$ cat src/rtl/dwt_pkg.sv
// Shared types and default parameters for the dwt frame sequencer.
package dwt_pkg;

    localparam int DATA_W_DEF    = 16;
    localparam int FRAME_LEN_DEF = 1000;
    localparam int FLUSH_LEN_DEF = 6;
    localparam int LAT_DEF       = 2;

    typedef logic signed [DATA_W_DEF-1:0] sample_t;

    typedef enum logic [2:0] {
        ST_IDLE  = 3'd0,
        ST_RUN   = 3'd1,
        ST_FLUSH = 3'd2,
        ST_DRAIN = 3'd3,
        ST_DONE  = 3'd4
    } state_t;

endpackage

$ cat src/rtl/delay_line.sv
// Single-bit shift register with synchronous reset and clear.
module delay_line #(
    parameter int DEPTH = 2
) (
    input  logic clk,
    input  logic rst,
    input  logic clr,
    input  logic din,
    output logic dout
);

    logic [DEPTH-1:0] sr_r;

    // Shift din through DEPTH stages; reset and clear flush every stage.
    always_ff @(posedge clk) begin
        if (rst || clr) begin
            sr_r <= '0;
        end else begin
            sr_r[0] <= din;
            for (int i = 1; i < DEPTH; i++) begin
                sr_r[i] <= sr_r[i-1];
            end
        end
    end

    assign dout = sr_r[DEPTH-1];

endmodule

$ cat src/rtl/dwt_frame_sequencer.sv
// Frame controller feeding dwt4db: ROM walk, zero pad, drain, coefficient tags.
module dwt_frame_sequencer
    import dwt_pkg::*;
#(
    parameter int FRAME_LEN = FRAME_LEN_DEF,
    parameter int ADDR_W    = 10,
    parameter int DATA_W    = DATA_W_DEF,
    parameter int FLUSH_LEN = FLUSH_LEN_DEF,
    parameter int LAT       = LAT_DEF
) (
    input  logic                     clk,
    input  logic                     rst,
    input  logic                     start,
    input  logic                     loop,
    input  logic                     abort,
    output logic [ADDR_W-1:0]        rom_addr,
    input  logic signed [DATA_W-1:0] rom_data,
    output logic signed [DATA_W-1:0] x,
    output logic                     x_valid,
    output logic                     phase,
    output logic                     coef_valid,
    output logic [15:0]              coef_idx,
    output logic                     busy,
    output logic                     done,
    output logic [15:0]              frame_cnt
);

    localparam int CNT_W = 8;

    state_t                    state_r,   state_s;
    logic [ADDR_W-1:0]         addr_r,    addr_s;
    logic [CNT_W-1:0]          cnt_r,     cnt_s;
    logic signed [DATA_W-1:0]  x_r,       x_s;
    logic                      xv_r,      xv_s;
    logic                      ph_r,      ph_s;
    logic                      busy_r,    busy_s;
    logic                      done_r,    done_s;
    logic [15:0]               fc_r,      fc_s;
    logic [15:0]               idx_r,     idx_s;
    logic                      coef_valid_s;

    // Next-state and next-output logic; abort forces the idle values last.
    always_comb begin
        state_s = state_r;
        addr_s  = addr_r;
        cnt_s   = cnt_r;
        x_s     = '0;
        xv_s    = 1'b0;
        ph_s    = 1'b0;
        fc_s    = fc_r;
        idx_s   = coef_valid_s ? idx_r + 16'd1 : idx_r;

        case (state_r)
            ST_IDLE: begin
                addr_s = '0;
                if (start) begin
                    state_s = ST_RUN;
                    idx_s   = 16'd0;
                end else begin
                    state_s = ST_IDLE;
                end
            end
            ST_RUN: begin
                x_s  = rom_data;
                xv_s = 1'b1;
                // Sample index equals the address during the real samples.
                ph_s = addr_r[0];
                if (addr_r == ADDR_W'(FRAME_LEN - 1)) begin
                    state_s = ST_FLUSH;
                    addr_s  = '0;
                    cnt_s   = '0;
                end else begin
                    addr_s = addr_r + ADDR_W'(1);
                end
            end
            ST_FLUSH: begin
                xv_s = 1'b1;
                // FRAME_LEN is even, so pad parity follows the pad counter.
                ph_s = cnt_r[0];
                if (cnt_r == CNT_W'(FLUSH_LEN - 1)) begin
                    state_s = ST_DRAIN;
                    cnt_s   = '0;
                end else begin
                    cnt_s = cnt_r + CNT_W'(1);
                end
            end
            ST_DRAIN: begin
                // LAT+1 cycles: the x register adds one stage ahead of dwt4db.
                if (cnt_r == CNT_W'(LAT)) begin
                    state_s = ST_DONE;
                    cnt_s   = '0;
                    fc_s    = fc_r + 16'd1;
                end else begin
                    cnt_s = cnt_r + CNT_W'(1);
                end
            end
            ST_DONE: begin
                addr_s = '0;
                if (loop) begin
                    state_s = ST_RUN;
                    idx_s   = 16'd0;
                end else begin
                    state_s = ST_IDLE;
                end
            end
            default: begin
                state_s = ST_IDLE;
                addr_s  = '0;
                cnt_s   = '0;
            end
        endcase

        if (abort) begin
            state_s = ST_IDLE;
            addr_s  = '0;
            cnt_s   = '0;
            x_s     = '0;
            xv_s    = 1'b0;
            ph_s    = 1'b0;
            fc_s    = fc_r;
            idx_s   = 16'd0;
        end else begin
            idx_s = idx_s;
        end

        busy_s = (state_s != ST_IDLE);
        done_s = (state_s == ST_DONE);
    end

    // State and output registers; reset returns everything to zero.
    always_ff @(posedge clk) begin
        if (rst) begin
            state_r <= ST_IDLE;
            addr_r  <= '0;
            cnt_r   <= '0;
            x_r     <= '0;
            xv_r    <= 1'b0;
            ph_r    <= 1'b0;
            busy_r  <= 1'b0;
            done_r  <= 1'b0;
            fc_r    <= 16'd0;
            idx_r   <= 16'd0;
        end else begin
            state_r <= state_s;
            addr_r  <= addr_s;
            cnt_r   <= cnt_s;
            x_r     <= x_s;
            xv_r    <= xv_s;
            ph_r    <= ph_s;
            busy_r  <= busy_s;
            done_r  <= done_s;
            fc_r    <= fc_s;
            idx_r   <= idx_s;
        end
    end

    // Odd samples complete a decimated pair LAT cycles after leaving x.
    delay_line #(
        .DEPTH(LAT)
    ) u_coef_dly (
        .clk (clk),
        .rst (rst),
        .clr (abort),
        .din (xv_r & ph_r),
        .dout(coef_valid_s)
    );

    assign rom_addr   = addr_r;
    assign x          = x_r;
    assign x_valid    = xv_r;
    assign phase      = ph_r;
    assign coef_valid = coef_valid_s;
    assign coef_idx   = idx_r;
    assign busy       = busy_r;
    assign done       = done_r;
    assign frame_cnt  = fc_r;

endmodule

$ cat config.mk
export PLATFORM = sky130hd
export DESIGN_NAME = dwt_frame_sequencer
export DESIGN_NICKNAME = d
export VERILOG_FILES = /design/src/rtl/dwt_pkg.sv /design/src/rtl/delay_line.sv /design/src/rtl/dwt_frame_sequencer.sv
export SDC_FILE = /design/constraint.sdc
export NUM_CORES = 1
export LEC_CHECK = 0
export CORE_ASPECT_RATIO = 1.5
export CORE_MARGIN = 1
export CORE_UTILIZATION = 50
export CTS_CLUSTER_SIZE = 20
export DETAILED_ROUTE_END_ITERATION = 7
export PLACE_DENSITY = 0.81
export SYNTH_ARGS = -nofsm -noshare
export SYNTH_HDL_FRONTEND = slang
export SYNTH_HIERARCHICAL = 1
export SYNTH_SLANG_ARGS = --single-unit
$ cat constraint.sdc
create_clock -name clk -period 4.6 [get_ports clk]
set_clock_uncertainty 0.1 [all_clocks]
set_input_delay 0.46 -clock clk [delete_from_list [all_inputs] [get_ports clk]]
set_output_delay 0.46 -clock clk [all_outputs]
set_load 0.01 [all_outputs]
==> flow_summary_export.csv <==
group,metric,value,unit
synthesis,syn-instance-count,373,
clock_network,clk_latency,350,ps
pwr,p_seq_frac,0.503,
critical_path,cp-start-kind,"input pin",
pwr,power.internal,1.035,mW
grt,grt_first_pass_wirelength,11360,um
synthesis,synth-simple-area-share,0.2983,
worst_hold_path,hp-class,"reg -> reg",
clock_network,clk_pin_slew,80,ps
pwr,p_per_area,294.6,nW/um2
clock_network,cts_tree,"built",
synthesis,synth-seq-cells,75,
place,port_buffers,83,
layout,final_common_cell,"clkdlybuf4s50_1",
pwr,combPwrFrac,0.032,
synthesis,synthXorXnorAreaFrac,0.05299,
layout,drive_gt1_frac,0.05263,
clock_network,clock_sinks,75,
critical_path,crit_fanout,16,
route,antenna_left,0,
synthesis,yosysWarnings,6,
status,status,"finished, final reports clean",
route,drc,0,
place,dp_hpwl,5167,um
route,drtIter0Drc,175,
timing,relSlewSlack,0.2591,
synthesis,synth-edff-count,0,
route,vias_per_cell,5.702,
clock_network,root_buffer,"clkbuf_8",
floorplan,core_area,6262,um2
place,gp_congestion,0.7899,
floorplan,dieArea,6947,um2
pwr,clkPwrFrac,0.465,
synthesis,synth_cell_types,49,
clock_network,htreeDepth,3,
timing,worst_pin_slew,1103,ps
clock_network,cts-resized-gates,0,
route,dr.pass1.iters,4,
clock_network,cts_buffers,9,
critical_path,crit_arrival,2950,ps
critical_path,worst_path_largest_cell_delay,740,ps
floorplan,core.rowCount,35,
clock_network,clock_path_buffers,2,
synthesis,synth.cell_area,3306,um2
pwr,p_sw_frac,0.2038,
grt,grt_pass1_vias,2639,
timing,setup_viol,0,
timing,hold_viol_final,0,
route,wl,7182,um
synthesis,synth_flop_cell,"dfxtp_1",
grt,antenna_found_initial,0,
layout,area_delta_synth_final,33.42,%
critical_path,cp_slowest_cell,"or4b_1",
critical_path,criticalPathCategory,"in -> reg",
synthesis,synth_compound_area_frac,0.1215,
synthesis,yosys-mux-area-fraction,0.01665,
timing,timing.final.crit_share,0.6012,
synthesis,synth_adder_area_share,0.02271,
synthesis,synth_top_family_by_area,"simple AND/OR/NAND/NOR gates",
pwr,leakagePower,1.444,nW
grt,grt_overflow,0,
timing,rsz0062_at_grt,"no",
timing,maxSlewViolCount,0,
floorplan,fp.dieH,101.6,um
run,drv_cap,0,
critical_path,required,4780,ps
timing,fin_crit,2766,ps
grt,grt_use_total,0.2147,
pwr,switching_power,0.2648,mW
layout,antennaDiodeCount,0,
critical_path,worstPathCellList,"clkdlybuf4s50_1 -> nor4bb_1 -> or4b_1 -> or4_1 -> a21oi_1",
timing,fin_hold_ws,389.2,ps
layout,final_nets,478,
floorplan,initial_core_util,0.5279,
synthesis,async_flop_share,0,
synthesis,avgSynthCellArea,8.862,um2
clock_network,cts_setup_buffers,0,
clock_network,hold_buffers,0,
layout,final_cell_mix,"clkdlybuf4s50_1 (83), dfxtp_1 (75), nor2_1 (35)",
route,routedWlPerCell,13.55,um
critical_path,end_kind,"flop",
timing,max_freq,0.3616,GHz
route,vias,3022,
floorplan,pin_count,84,
timing,setup-tns-final,0,ps
grt,grt_max_degree,24,
pwr,ir_worst_vdd,206.7,uV
floorplan,die_w,68.39,um
synthesis,synth.net_count,400,
synthesis,synth_seq_area_share,0.4542,
## metrics by stage
| stage | instances | setup slack (ps) | util | total power [mW] | instance area, um2 |
|---|---|---|---|---|---|
| detailed placement | 514 | 1520 | 0.6659 | 0.7103 | 4170 |
| global placement | 514 | 1658 | 0.6659 | 0.7094 | 4170 |
| finish | 530 | 1834 | 0.7043 | 1.299 | 4410 |
| global route | 530 | 1766 | 0.7043 | 1.337 | 4410 |
| floorplan | 373 | 2298 | - | 0.6843 | 3306 |
| CTS | 530 | 1881 | 0.7043 | 1.311 | 4410 |
## logic make-up (layout without fill, tap and decap cells)
logic type | count (synthesis) | count (layout)
multiplexers | 5 | 5
AND/OR/NAND/NOR | 177 | 177
buffers and inverters | 29 | 112
XOR/XNOR | 20 | 20
AO/OA/AOI/OAI | 61 | 61
flip-flops | 75 | 75
adder cells (fa/ha/maj) | 6 | 6
## synth_stat cells, drive strengths merged (7+ instances only)
library cell,count,area share
o21ai,10,0.015
inv,12,0.014
nand4,10,0.019
dfxtp,75,0.45
nand3,19,0.029
nand2b,7,0.013
nor2,35,0.040
xnor2,15,0.040
or3,8,0.015
o31ai,9,0.020
nand2,23,0.026
nor3,10,0.015
a21oi,22,0.033
clkbuf,14,0.016
and2,21,0.040
nor4,10,0.019
or4,11,0.026
## path summary, 6_finish.rpt
kind,start,to,slack [ps],cells past startpoint
min reg2reg,coef_idx[15]$_SDFF_PP0_,coef_idx[15]$_SDFF_PP0_,390,2
max reg2reg,state_r[1]$_SDFF_PP0_,frame_cnt[12]$_SDFFE_PP0P_,1880,4
min,coef_idx[15]$_SDFF_PP0_,coef_idx[15]$_SDFF_PP0_,390,2
max,abort,frame_cnt[12]$_SDFFE_PP0P_,1830,5
## power by group through the flow
stage | clock (mW) | combinational [mW] | sequential [mW]
after floorplan | 0 | 0.0156 | 0.669
after global placement | 0 | 0.0410 | 0.668
after global routing | 0.638 | 0.0451 | 0.654
final | 0.604 | 0.0418 | 0.653
after CTS | 0.615 | 0.0420 | 0.653
after detailed placement | 0 | 0.0418 | 0.669
## metal layers
layer	up-vias	track usage	part of all wire
li1	1497	-	-
met1	1417	0.2383	0.41
met2	94	0.3695	0.51
met3	14	0.05068	0.056
met4	0	0.1090	0.021
met5	-	0	0
## layout make-up
class	instances	area [um2]
Fill cell	542	1852
Clock inverter	7	116.4
Tap cell	74	92.59
Clock buffer	9	123.9
Sequential cell	75	1501
Timing Repair Buffer	84	838.3
Inverter	12	45.04
Multi-Input combinational cell	269	1693
## worst max-delay path: cells and delay by family
family	cells	cell delay, ps
simple gates	3	1850
compound gates	1	160
buf+inv	1	480
## flip-flops by register name (all words and copies together) (netlist names)
name	flops
x	16
coef_idx	16
rom_addr	10
x_valid	1
cnt_r	8
frame_cnt	16
state_r	3
phase	1
busy	1
done	1
u_coef_dly/sr_r	2
Note: power is estimated with default switching activity, not from simulation.
